`config.mk`:
```
export PLATFORM = sky130hd
export DESIGN_NAME = bru_predict_flat
export DESIGN_NICKNAME = d
export VERILOG_FILES = /design/src/rtl/bru_predict_if.sv /design/src/rtl/bru_predict.sv /design/src/flat_wrapper.sv
export SDC_FILE = /design/constraint.sdc
export NUM_CORES = 1
export LEC_CHECK = 0
export CAP_MARGIN = 20
export CORE_ASPECT_RATIO = 0.8
export CORE_MARGIN = 1
export CORE_UTILIZATION = 55
export CTS_BUF_LIST = sky130_fd_sc_hd__clkbuf_2
export DETAILED_ROUTE_END_ITERATION = 7
export GPL_TIMING_DRIVEN = 0
export HOLD_SLACK_MARGIN = 0.08
export PLACE_DENSITY = 0.79
export SLEW_MARGIN = 20
export SYNTH_ARGS = -nofsm -noshare
export SYNTH_HDL_FRONTEND = slang
export SYNTH_SLANG_ARGS = --single-unit
```
`constraint.sdc`:
```
create_clock -name clk_i -period 6 [get_ports clk_i]
set_clock_uncertainty 0.2 [all_clocks]
set_input_delay 1.2 -clock clk_i [delete_from_list [all_inputs] [get_ports clk_i]]
set_output_delay 1.2 -clock clk_i [all_outputs]
set_load 0.02 [all_outputs]
```
`src/rtl/bru_predict_if.sv`:
```
// Branch resolution unit bus: fetch-side predict lookup plus EX-side resolve request/response.
// With BRU_PREDICT_STATS_EN defined the bus also carries branch/mispredict statistics.
interface bru_predict_if #(
  parameter int XLEN = 32
);
  logic [XLEN-1:0] fetch_pc;
  logic            fetch_pred_taken;
  logic            res_valid;
  logic            stall;
  logic            flush;
  logic [2:0]      bru_op;
  logic            is_jalr;
  logic [XLEN-1:0] pc;
  logic [XLEN-1:0] rs1_data;
  logic [XLEN-1:0] rs2_data;
  logic [XLEN-1:0] imm;
  logic            pred_taken;
  logic            branch_taken;
  logic            redirect;
  logic [XLEN-1:0] redirect_pc;
  logic [XLEN-1:0] link_pc;
`ifdef BRU_PREDICT_STATS_EN
  logic [31:0]     stat_branches;
  logic [31:0]     stat_mispredicts;
`endif

  modport master (
    output fetch_pc, res_valid, stall, flush, bru_op, is_jalr, pc,
           rs1_data, rs2_data, imm, pred_taken,
`ifdef BRU_PREDICT_STATS_EN
    input  stat_branches, stat_mispredicts,
`endif
    input  fetch_pred_taken, branch_taken, redirect, redirect_pc, link_pc
  );

  modport slave (
    input  fetch_pc, res_valid, stall, flush, bru_op, is_jalr, pc,
           rs1_data, rs2_data, imm, pred_taken,
`ifdef BRU_PREDICT_STATS_EN
    output stat_branches, stat_mispredicts,
`endif
    output fetch_pred_taken, branch_taken, redirect, redirect_pc, link_pc
  );
endinterface

```
`src/rtl/bru_predict.sv`:
```
// EX-stage branch resolution with a bimodal 2-bit BHT and a registered one-cycle redirect.
// Optional statistics counters are enabled by defining BRU_PREDICT_STATS_EN.
module bru_predict #(
  parameter int         XLEN      = 32,
  parameter int         BHT_IDX_W = 6,
  parameter logic [1:0] BHT_INIT  = 2'b01
) (
  input  logic          clk_i,
  input  logic          rst_ni,
  bru_predict_if.slave  bus
);
  localparam int BHT_DEPTH = 2**BHT_IDX_W;

  localparam logic [2:0] BRU_EQ  = 3'd0;
  localparam logic [2:0] BRU_NE  = 3'd1;
  localparam logic [2:0] BRU_LT  = 3'd2;
  localparam logic [2:0] BRU_GE  = 3'd3;
  localparam logic [2:0] BRU_LTU = 3'd4;
  localparam logic [2:0] BRU_GEU = 3'd5;
  localparam logic [2:0] BRU_JMP = 3'd6;

  logic [BHT_DEPTH-1:0][1:0] bht_q;
  logic                      taken_q, taken_d;
  logic                      redirect_q, redirect_d;
  logic [XLEN-1:0]           redirect_pc_q, redirect_pc_d;
  logic [XLEN-1:0]           link_pc_q, link_pc_d;

  logic [BHT_IDX_W-1:0] fetch_idx, res_idx;
  logic                 accept, is_cond, is_jmp, cond_true, taken, mispredict;
  logic                 bht_we;
  logic [1:0]           ctr_cur, ctr_nxt;
  logic [XLEN-1:0]      pc_plus4, target, jalr_sum, next_pc;
  logic                 unused_addr_bits;

  assign fetch_idx = bus.fetch_pc[BHT_IDX_W+1:2];
  assign res_idx   = bus.pc[BHT_IDX_W+1:2];
  assign unused_addr_bits = ^{bus.fetch_pc[XLEN-1:BHT_IDX_W+2], bus.fetch_pc[1:0]};

  // Pre-edge table value; a same-cycle resolve to this index is deliberately not forwarded.
  assign bus.fetch_pred_taken = bht_q[fetch_idx][1];

  // A live redirect means whatever sits in EX is wrong-path.
  assign accept = bus.res_valid & ~bus.stall & ~bus.flush & ~redirect_q;

  always_comb begin
    is_cond   = 1'b0;
    is_jmp    = 1'b0;
    cond_true = 1'b0;
    case (bus.bru_op)
      BRU_EQ:  begin is_cond = 1'b1; cond_true = (bus.rs1_data == bus.rs2_data); end
      BRU_NE:  begin is_cond = 1'b1; cond_true = (bus.rs1_data != bus.rs2_data); end
      BRU_LT:  begin is_cond = 1'b1; cond_true = ($signed(bus.rs1_data) <  $signed(bus.rs2_data)); end
      BRU_GE:  begin is_cond = 1'b1; cond_true = ($signed(bus.rs1_data) >= $signed(bus.rs2_data)); end
      BRU_LTU: begin is_cond = 1'b1; cond_true = (bus.rs1_data <  bus.rs2_data); end
      BRU_GEU: begin is_cond = 1'b1; cond_true = (bus.rs1_data >= bus.rs2_data); end
      BRU_JMP: is_jmp = 1'b1;
      default: ;
    endcase
  end

  assign taken      = is_jmp | (is_cond & cond_true);
  // Jumps are never predicted at fetch, so they always redirect.
  assign mispredict = is_jmp | (is_cond & (taken != bus.pred_taken));

  assign pc_plus4 = bus.pc + XLEN'(4);
  assign jalr_sum = bus.rs1_data + bus.imm;
  assign target   = (is_jmp && bus.is_jalr) ? {jalr_sum[XLEN-1:1], 1'b0} : bus.pc + bus.imm;
  assign next_pc  = taken ? target : pc_plus4;

  always_comb begin
    taken_d       = taken_q;
    redirect_d    = redirect_q;
    redirect_pc_d = redirect_pc_q;
    link_pc_d     = link_pc_q;
    if (accept) begin
      taken_d       = taken;
      redirect_d    = mispredict;
      redirect_pc_d = next_pc;
      link_pc_d     = pc_plus4;
    end else if (!bus.stall) begin
      taken_d    = 1'b0;
      redirect_d = 1'b0;
    end
  end

  always_ff @(posedge clk_i or negedge rst_ni) begin
    if (!rst_ni) begin
      taken_q       <= 1'b0;
      redirect_q    <= 1'b0;
      redirect_pc_q <= '0;
      link_pc_q     <= '0;
    end else begin
      taken_q       <= taken_d;
      redirect_q    <= redirect_d;
      redirect_pc_q <= redirect_pc_d;
      link_pc_q     <= link_pc_d;
    end
  end

  assign ctr_cur = bht_q[res_idx];
  assign bht_we  = accept & is_cond;

  always_comb begin
    ctr_nxt = ctr_cur;
    if (cond_true) begin
      if (ctr_cur != 2'b11) ctr_nxt = ctr_cur + 2'b01;
    end else begin
      if (ctr_cur != 2'b00) ctr_nxt = ctr_cur - 2'b01;
    end
  end

  always_ff @(posedge clk_i or negedge rst_ni) begin
    if (!rst_ni) begin
      for (int i = 0; i < BHT_DEPTH; i++) bht_q[i] <= BHT_INIT;
    end else if (bht_we) begin
      bht_q[res_idx] <= ctr_nxt;
    end
  end

  assign bus.branch_taken = taken_q;
  assign bus.redirect     = redirect_q;
  assign bus.redirect_pc  = redirect_pc_q;
  assign bus.link_pc      = link_pc_q;

`ifdef BRU_PREDICT_STATS_EN
  logic [31:0] stat_br_q, stat_br_d, stat_mp_q, stat_mp_d;

  always_comb begin
    stat_br_d = stat_br_q;
    stat_mp_d = stat_mp_q;
    if (bht_we) begin
      stat_br_d = stat_br_q + 32'd1;
      if (mispredict) stat_mp_d = stat_mp_q + 32'd1;
    end
  end

  always_ff @(posedge clk_i or negedge rst_ni) begin
    if (!rst_ni) begin
      stat_br_q <= '0;
      stat_mp_q <= '0;
    end else begin
      stat_br_q <= stat_br_d;
      stat_mp_q <= stat_mp_d;
    end
  end

  assign bus.stat_branches    = stat_br_q;
  assign bus.stat_mispredicts = stat_mp_q;
`endif
endmodule

```
`src/flat_wrapper.sv`:
```
// flat-port wrapper written by rule: the top's interface ports become plain ports
module bru_predict_flat 
#(
  parameter int         XLEN      = 32,
  parameter int         BHT_IDX_W = 6,
  parameter logic [1:0] BHT_INIT  = 2'b01
)
  (clk_i, rst_ni, bus_fetch_pc, bus_res_valid, bus_stall, bus_flush, bus_bru_op, bus_is_jalr, bus_pc, bus_rs1_data, bus_rs2_data, bus_imm, bus_pred_taken, bus_fetch_pred_taken, bus_branch_taken, bus_redirect, bus_redirect_pc, bus_link_pc);
  bru_predict_if #(.XLEN(XLEN)) bus_i ();
  input  logic clk_i;
  input  logic rst_ni;
  input wire logic [$bits(bus_i.fetch_pc)-1:0] bus_fetch_pc;
  input wire logic [$bits(bus_i.res_valid)-1:0] bus_res_valid;
  input wire logic [$bits(bus_i.stall)-1:0] bus_stall;
  input wire logic [$bits(bus_i.flush)-1:0] bus_flush;
  input wire logic [$bits(bus_i.bru_op)-1:0] bus_bru_op;
  input wire logic [$bits(bus_i.is_jalr)-1:0] bus_is_jalr;
  input wire logic [$bits(bus_i.pc)-1:0] bus_pc;
  input wire logic [$bits(bus_i.rs1_data)-1:0] bus_rs1_data;
  input wire logic [$bits(bus_i.rs2_data)-1:0] bus_rs2_data;
  input wire logic [$bits(bus_i.imm)-1:0] bus_imm;
  input wire logic [$bits(bus_i.pred_taken)-1:0] bus_pred_taken;
  output wire logic [$bits(bus_i.fetch_pred_taken)-1:0] bus_fetch_pred_taken;
  output wire logic [$bits(bus_i.branch_taken)-1:0] bus_branch_taken;
  output wire logic [$bits(bus_i.redirect)-1:0] bus_redirect;
  output wire logic [$bits(bus_i.redirect_pc)-1:0] bus_redirect_pc;
  output wire logic [$bits(bus_i.link_pc)-1:0] bus_link_pc;
  assign bus_i.fetch_pc = bus_fetch_pc;
  assign bus_i.res_valid = bus_res_valid;
  assign bus_i.stall = bus_stall;
  assign bus_i.flush = bus_flush;
  assign bus_i.bru_op = bus_bru_op;
  assign bus_i.is_jalr = bus_is_jalr;
  assign bus_i.pc = bus_pc;
  assign bus_i.rs1_data = bus_rs1_data;
  assign bus_i.rs2_data = bus_rs2_data;
  assign bus_i.imm = bus_imm;
  assign bus_i.pred_taken = bus_pred_taken;
  assign bus_fetch_pred_taken = bus_i.fetch_pred_taken;
  assign bus_branch_taken = bus_i.branch_taken;
  assign bus_redirect = bus_i.redirect;
  assign bus_redirect_pc = bus_i.redirect_pc;
  assign bus_link_pc = bus_i.link_pc;
  bru_predict #(.XLEN(XLEN), .BHT_IDX_W(BHT_IDX_W), .BHT_INIT(BHT_INIT)) u_core (.clk_i(clk_i), .rst_ni(rst_ni), .bus(bus_i));
endmodule
```
==> results_dict.tcl, run 1 <==
set metrics [dict create \
    status "finished clean" \
    antenna_cells 0 \
    cts.sinks 194 \
    drive_gt1_share_pct 17.2 \
    ir_drop_v 0.000222 \
    setup_viol 0 \
    ys_seq_area_share_pct 34.9 \
    fp.dieH_um 145 \
    final_antenna_net_count 0 \
    drtIter0Drc 1355 \
    rsz0062_at_grt "no" \
    fillCellCount 2064 \
    synthCells 1487 \
    io_pins 237 \
    critPathKind "in2out" \
    port_buffers 207 \
    endpoint_kind "output pin" \
    wirelength_um 47200 \
    grt_overflow 0 \
    rrSetupSlack_ps 2210 \
    hold-worst-slack_ps 312 \
    rows 52 \
    powerDensity_nw_per_um2 206 \
    hold_end "u_core.bus.link_pc[30]" \
    timing.critical_path.arrival_ps 4380 \
    maxSlewHeadroom_pct 22.6 \
    finalCritPeriodShare_pct 96.3 \
    ys_types 71 \
    dr.pass1.iters 6 \
    start_util_pct 55.9 \
    fin_area_um2 16900 \
    grtUsageTotal_pct 36.2 \
    synth_most_common_cell "nand2_1" \
    yosysTopAreaCellShare_pct 23.0 \
    hpwl_um 36900 \
    cts_tree "built" \
    synth.area.top_cells "dfrtp_1, dfstp_2, mux2_2, ha_1, nand2_1" \
    async_flop_share_pct 100 \
    h-tree-depth 4 \
    synth_nets 1753 \
    grt_pass1_wl_um 72700 \
    synth_common_cells "nand2_1, mux2_2, dfrtp_1, ha_1, o21ai_0" \
    syn_area_um2 14100 \
    remaining_drc_errors 0 \
    ys_ff_latch 194 \
    tightestPinTransition_ps 1160 \
    hold_viol_final 0 \
    postPlaceCellArea_um2 16700 \
    die_area_um2 26300 \
    synth_edf_count 0 \
    grt_pass1_vias 12900 \
    synth-main-ff-cell "dfrtp_1" \
    wl_per_cell_um 23.0 \
    clock_latency_ps 840 \
    nets 1982 \
    hold_path.class "reg2reg" \
    yosysWarnings 0 \
    syn_avg_cell_area_um2 9.50 \
    startpoint_type "input port" \
    grt_max_degree 101 \
    post_cts_buffers 0 \
    place_ws_ps -75.8 \
    leakage_uw 0.00741 \
    cts_root_buf "clkbuf_2" \
    cts.path.max_buffers 2 \
    cap_violations 0 \
    crit_required_ps 4600 \
    num_vias 13200 \
    grt_antenna_before_repair 0 \
    cts_buffers 17 \
    min_period_ps 5780 \
    setup_tns_ps 0 \
    vias_per_cell 6.42 \
    yosysTopAreaCell "dfrtp_1" \
    core-area_um2 25200 \
    crit-reg2reg-launch "u_core.bus.redirect" \
    area_growth_pct 19.8 \
    gp_congestion 0.991 \
    min_from "u_core.bus.link_pc[30]" \
    ff2ff_path_depth 5 \
    slew_viol_final 0 \
    setup_ws_ps 221 \
    fmax_mhz 173 \
    die_w_um 181 \
    r2r_end "u_core.bht_q[75]" \
    whs_path_depth 2 \
    clk_pin_slew_ps 280 \
    cp_max_fo 10 \
]
## report_power, final
part           internal [uW]  switching, uW
Combinational            580            722
Sequential              1450            104
Clock                    128            504
## per-layer routing
layer | GRT usage, % | up-vias | wire length, um
met2 | 52.9 | 808 | 20200
met1 | 52.0 | 6320 | 20400
met4 | 12.6 | 0 | 1430
met3 | 8.94 | 115 | 5240
met5 | 0 | - | 0
li1 | - | 5942 | -
## logic make-up after synthesis
logic type | Yosys count | synth area share, %
buf+inv | 126 | 4.11
mux | 176 | 15.6
compound gates | 353 | 16.6
simple gates | 458 | 14.9
xor+xnor | 82 | 5.09
fa+ha+maj | 98 | 8.81
flops | 194 | 34.9
## stage by stage
| stage | util, % | power, uW | instances |
|---|---|---|---|
| 2_1_floorplan | - | 2240 | 1487 |
| 3_3_place_gp | 65.8 | 2810 | 2018 |
| 3_5_place_dp | 66.1 | 2840 | 2020 |
| 4_1_cts | 67.0 | 3470 | 2053 |
| 5_1_grt | 67.0 | 3640 | 2053 |
| 6_report | 67.0 | 3480 | 2053 |
## worst max-delay path by stage
stage,to,cells after the start,from,slack (ps)
floorplan,bus_fetch_pred_taken,5,bus_fetch_pc[2],920
global placement,u_core.bus.link_pc[1],1,rst_ni,-4330
detailed placement,bus_fetch_pred_taken,6,bus_fetch_pc[2],-80
CTS,bus_fetch_pred_taken,6,bus_fetch_pc[2],190
global route,bus_fetch_pred_taken,6,bus_fetch_pc[2],60
finish,bus_fetch_pred_taken,6,bus_fetch_pc[2],220
## what timing repair did
item	4_1_cts	5_1_grt
endpoints found under the setup margin	1	0
endpoints found under the hold margin	24	0
hold buffers	1	0
gates resized for setup	2	0
## area by class of cell
type	instances	area, um2	share of cell area [%]
buffer	74	393	2.32
clock inverter	14	126	0.747
multi-input combinational	1167	8630	51.0
sequential	194	4930	29.2
timing repair buffer	210	2140	12.7
tap	324	405	2.40
clock buffer	18	90.1	0.533
inverter	52	195	1.15
## layout by cell type (no fill, tap or decap), types with 11 or more instances in the layout
| master | n |
|---|---|
| a22oi_1 | 45 |
| buf_6 | 13 |
| nor2_1 | 69 |
| xnor2_1 | 47 |
| mux2_2 | 139 |
| mux2i_1 | 16 |
| o21ai_0 | 79 |
| a21o_1 | 19 |
| clkdlybuf4s50_1 | 206 |
| mux4_2 | 21 |
| clkbuf_2 | 18 |
| a21oi_1 | 72 |
| nand3_1 | 26 |
| a221oi_1 | 13 |
| a211oi_1 | 12 |
| a31oi_1 | 17 |
| dfstp_2 | 64 |
| xor2_1 | 35 |
| dfrtp_1 | 130 |
| a22o_1 | 11 |
| ha_1 | 94 |
| inv_1 | 52 |
| clkbuf_1 | 48 |
| nor2b_1 | 11 |
| and3_1 | 19 |
| nand2_1 | 234 |
| nor3_1 | 21 |
| nand4_1 | 28 |
| o211ai_1 | 13 |
## worst max-delay path: stages
cell             delay [ps]
clkbuf_1                460
clkdlybuf4s15_2         590
mux4_2                  580
mux4_2                  530
mux4_2                  470
clkdlybuf4s50_1         550
## sequential cells by signal (all words and copies together), names as in the netlist
register	count
u_core.bus.redirect_pc	32
u_core.bus.branch_taken	1
u_core.bus.redirect	1
u_core.bus.link_pc	32
u_core.bht_q	128
Power figures use the tool's default switching activity.
==> run 2, diff against run 1 <==
--- a/config.mk
+++ b/config.mk
@@ -7,13 +7,14 @@
 export LEC_CHECK = 0
 export CAP_MARGIN = 20
 export CORE_ASPECT_RATIO = 0.8
-export CORE_MARGIN = 1
+export CORE_MARGIN = 8
 export CORE_UTILIZATION = 55
 export CTS_BUF_LIST = sky130_fd_sc_hd__clkbuf_2
 export DETAILED_ROUTE_END_ITERATION = 7
+export DONT_BUFFER_PORTS = 1
 export GPL_TIMING_DRIVEN = 0
 export HOLD_SLACK_MARGIN = 0.08
-export PLACE_DENSITY = 0.79
+export PLACE_DENSITY = 0.67
 export SLEW_MARGIN = 20
 export SYNTH_ARGS = -nofsm -noshare
 export SYNTH_HDL_FRONTEND = slang
==> results_dict.tcl, run 2 (synthesized netlist as in run 1, its figures left out) <==
set metrics [dict create \
    grt.met3_usage_pct 11.4 \
    post_cts_resized 0 \
    grtUsageTotal_pct 29.3 \
    finalCritPeriodShare_pct 93.3 \
    nets 1773 \
    grt_antenna_before_repair 1 \
    start_util_pct 55.9 \
    wl_per_cell_um 25.2 \
    hold_path.class "in2async" \
    multi_input_area_um2 8640 \
    status "finished clean" \
    final_common_cell "nand2_1" \
    cts_buffers 17 \
    die_w_um 195 \
    top_register "u_core.bht_q" \
    hpwl_um 36100 \
    hold-worst-slack_ps 200 \
    rows 52 \
    cpMaxStageDelayCell "buf_1" \
    postPlaceCellArea_um2 14600 \
    dr.pass1.iters 8 \
    cts_tree "built" \
    wirelength_um 46600 \
    setup_ws_ps 403 \
    largest_reg_flops 128 \
    gr-usage-met1_pct 41.3 \
    maxSlewHeadroom_pct 31.5 \
    port_buffers 0 \
    grtUsageMet2_pct 41.2 \
    io_pins 237 \
    grt_pass1_vias 11800 \
    startpoint_type "input port" \
    slew_viol_final 0 \
    setup_viol 0 \
    hold_viol_final 0 \
    crit_required_ps 4600 \
    core-area_um2 25200 \
    ir_drop_v 0.000189 \
    fmax_mhz 179 \
    path_cells "clkbuf_1 > buf_1 > mux4_2 > mux4_2 > mux4_2" \
    die_area_um2 31100 \
    clock_latency_ps 800 \
    area.sequential_um2 4930 \
    vias_per_cell 6.53 \
    fillCellCount 2292 \
    cts_root_buf "clkbuf_2" \
    final_cell_mix "nand2_1, mux2_2, dfrtp_1" \
    clk_pin_slew_ps 260 \
    min_period_ps 5600 \
    grt_pass1_wl_um 70600 \
    leakage_uw 0.00660 \
    fin_area_um2 14800 \
    gp_congestion 0.906 \
    total_power_uw 3170 \
    grt_max_degree 195 \
    crit_top_cell "mux4_2" \
    fp.dieH_um 159 \
    cts.sinks 194 \
    h-tree-depth 4 \
    grt_overflow 0 \
    cts.path.max_buffers 2 \
    area_growth_pct 4.86 \
    place_ws_ps 365 \
    drive_gt1_share_pct 19.4 \
    rsz0062_at_grt "no" \
    tightestPinTransition_ps 1020 \
    timing.critical_path.arrival_ps 4200 \
    drtIter0Drc 1161 \
    critPathKind "in2out" \
    num_vias 12000 \
    cap_violations 0 \
    slowest_delay_ps 790 \
    endpoint_kind "output pin" \
    remaining_drc_errors 0 \
    final_antenna_net_count 0 \
    grt_busiest_layer "met1" \
    powerDensity_nw_per_um2 214 \
    setup_tns_ps 0 \
    cp_max_fo 10 \
]
run 2: cell count changes in the layout (fill, tap and decap cells not counted), sizes merged, moves of 2 or more:
| cell | change |
|---|---|
| bufinv | +2 |
| clkbuf | +4 |
| clkdlybuf4s50 | -206 |
| inv | -4 |
run 2: layout make-up:
class / count / area share [%]
antenna: 1 / 0.0169
clock buffer: 22 / 0.744
tap: 324 / 2.74
multi-input combinational: 1167 / 58.3
clock inverter: 10 / 0.744
sequential: 194 / 33.3
timing repair buffer: 1 / 0.186
buffer: 74 / 2.60
inverter: 52 / 1.32
run 2: per-stage QoR:
step / cells / utilization (%)
global route: 1844 / 58.6
finish: 1845 / 58.7
global placement: 1811 / 57.5
CTS: 1844 / 58.6
detailed placement: 1811 / 57.6
floorplan: 1487 / -
run 2: final timing paths:
path,from,endpoint,slack [ps],cells past startpoint
max,bus_fetch_pc[2],bus_fetch_pred_taken,400,5
min in group clk_i,bus_pc[0],u_core.bus.link_pc[0],280,2
max reg2reg,u_core.bus.redirect,u_core.bht_q[107],2280,5
max in group asynchronous,rst_ni,u_core.bht_q[87],4610,1
min reg2reg,u_core.bht_q[43],u_core.bht_q[43],380,1
min,rst_ni,u_core.bus.redirect_pc[31],200,1
run 2: power by group:
part | total (uW) | leakage (uW) | internal [uW] | switching, uW
logic | 807 | 0.00408 | 323 | 484
registers | 1710 | 0.00238 | 1440 | 269
clock network | 652 | 0.000150 | 199 | 453
total | 3170 | 0.00660 | 1960 | 1210
run 2: metal layers:
| metal | part of all wire [%] | vias to the layer above | wire length (um) |
|---|---|---|---|
| met2 | 41 | 574 | 18900 |
| met4 | 2.5 | 4 | 1190 |
| li1 | - | 5474 | - |
| met3 | 12 | 90 | 5790 |
| met1 | 44 | 5903 | 20600 |
| met5 | 0.20 | - | 91 |
run 2: repair_timing:
action / 4_1_cts / 5_1_grt
hold buffers: 1 / 0
buffers inserted: 0 / 0
hold endpoints to repair: 194 / 0
run 2: critical path, delay by kind of cell:
| family | cells | cell delay, ps |
|---|---|---|
| buffers and inverters | 2 | 1290 |
| muxes | 3 | 1710 |
==> run 3, diff against run 2 <==
--- a/config.mk
+++ b/config.mk
@@ -14,8 +14,8 @@
 export DONT_BUFFER_PORTS = 1
 export GPL_TIMING_DRIVEN = 0
 export HOLD_SLACK_MARGIN = 0.08
+export MAX_ROUTING_LAYER = met4
 export PLACE_DENSITY = 0.67
-export SLEW_MARGIN = 20
 export SYNTH_ARGS = -nofsm -noshare
 export SYNTH_HDL_FRONTEND = slang
 export SYNTH_SLANG_ARGS = --single-unit
==> results_dict.tcl, run 3 (synthesized netlist as in run 1, its figures left out) <==
set metrics [dict create \
    crit_required_ps 4600 \
    grt_antenna_before_repair 0 \
    h-tree-depth 4 \
    rows 52 \
    seq_power_share_pct 53.7 \
    switching_share_pct 39.5 \
    hold_viol_final 0 \
    cts_buffers 17 \
    top_register "u_core.bht_q" \
    timing.critical_path.arrival_ps 4180 \
    hpwl_um 36600 \
    remaining_drc_errors 0 \
    ir_drop_v 0.000185 \
    tightestPinTransition_ps 1100 \
    antenna_cells 0 \
    largest_reg_flops 128 \
    area.sequential_um2 4930 \
    fillCellCount 2298 \
    clk_pin_slew_ps 330 \
    maxSlewHeadroom_pct 26.2 \
    powerDensity_nw_per_um2 215 \
    grt_max_degree 195 \
    cap_violations 0 \
    gp_congestion 0.926 \
    p_int_uw 1930 \
    min_period_ps 5580 \
    setup_viol 0 \
    final_util_pct 58.8 \
    dr.pass1.iters 6 \
    slew_viol_final 0 \
    area_growth_pct 5.02 \
    status "finished clean" \
    die_area_um2 31100 \
    post_cts_buffers 0 \
    hold_path.class "in2async" \
    fp.dieH_um 159 \
    final_common_cell "nand2_1" \
    leakage_uw 0.00663 \
    startpoint_type "input port" \
    cts.path.max_buffers 2 \
    p_switching_uw 1260 \
    fmax_mhz 179 \
    drive_gt1_share_pct 19.5 \
    cts_tree "built" \
    cp_max_fo 10 \
    drtIter0Drc 1356 \
    grt_overflow 0 \
    port_buffers 0 \
    grt_pass1_vias 12100 \
    multi_input_area_um2 8610 \
    cts_root_buf "clkbuf_2" \
    start_util_pct 55.9 \
    num_vias 12100 \
    core-area_um2 25200 \
    vias_per_cell 6.53 \
    final_antenna_net_count 0 \
    endpoint_kind "output pin" \
    rsz0062_at_grt "no" \
    wl_per_cell_um 25.3 \
    post_cts_resized 0 \
    final_cell_mix "nand2_1, mux2_2, dfrtp_1" \
    cts.sinks 194 \
    power_frac_clock_pct 20.8 \
    io_pins 237 \
    setup_tns_ps 0 \
    finalCritPeriodShare_pct 93.0 \
    critPathKind "in2out" \
    wirelength_um 46800 \
    grtUsageTotal_pct 30.7 \
    die_w_um 195 \
    grt_pass1_wl_um 72200 \
    pwr-share-comb_pct 25.4 \
    clock_latency_ps 810 \
    nets 1779 \
]
run 3: worst max-delay path, cell delays in order:
cell and delay, ps:
clkbuf_1 510, buf_1 750, mux4_2 620, mux4_2 530, mux4_2 570
run 3: through the flow:
step	power [uW]	hold slack, ps	instance area (um2)	setup slack (ps)	cells
floorplan	2240	297	14100	919	1487
global placement	2480	312	14500	351	1811
detailed placement	2500	321	14600	387	1816
CTS	3180	250	14800	385	1849
global route	3350	233	14800	212	1850
finish	3190	217	14800	421	1850
run 3: power by group through the flow:
stage	registers (uW)	clock network, uW	logic (uW)
after detailed placement	1730	0	767
after floorplan	1660	0	585
after global routing	1730	718	901
after global placement	1730	0	756
final	1710	665	811
after CTS	1710	667	799
run 3: repair_timing:
action	CTS	global route
endpoints found under the hold margin	194	0
endpoints found under the setup margin	0	0
hold buffers	1	0
run 3: per-layer routing:
metal / wire length (um) / global-route usage [%] / vias up
li1: - / - / 5513
met1: 21000 / 43.1 / 5890
met2: 19000 / 42.3 / 610
met3: 5690 / 9.80 / 70
met4: 1080 / 7.16 / 0
met5: 0 / - / -
run 3: final cells by class:
cell class	count	area share, %
Clock buffer	17	0.574
Buffer	74	2.60
Timing Repair Buffer	7	0.472
Tap cell	324	2.73
Inverter	52	1.32
Sequential cell	194	33.3
Clock inverter	15	1.00
Multi-Input combinational cell	1167	58.0
run 3: path summary, 6_finish.rpt:
kind,start,end,slack [ps],cells after the start
setup / recovery,bus_fetch_pc[2],bus_fetch_pred_taken,420,5
hold reg to reg,u_core.bht_q[113],u_core.bht_q[113],380,1
min in group clk_i,bus_pc[0],u_core.bus.link_pc[0],290,2
setup reg to reg,u_core.bus.redirect,u_core.bht_q[107],2750,5
max in group asynchronous,rst_ni,u_core.bht_q[125],4650,1
hold / removal,rst_ni,u_core.bht_q[5],220,1
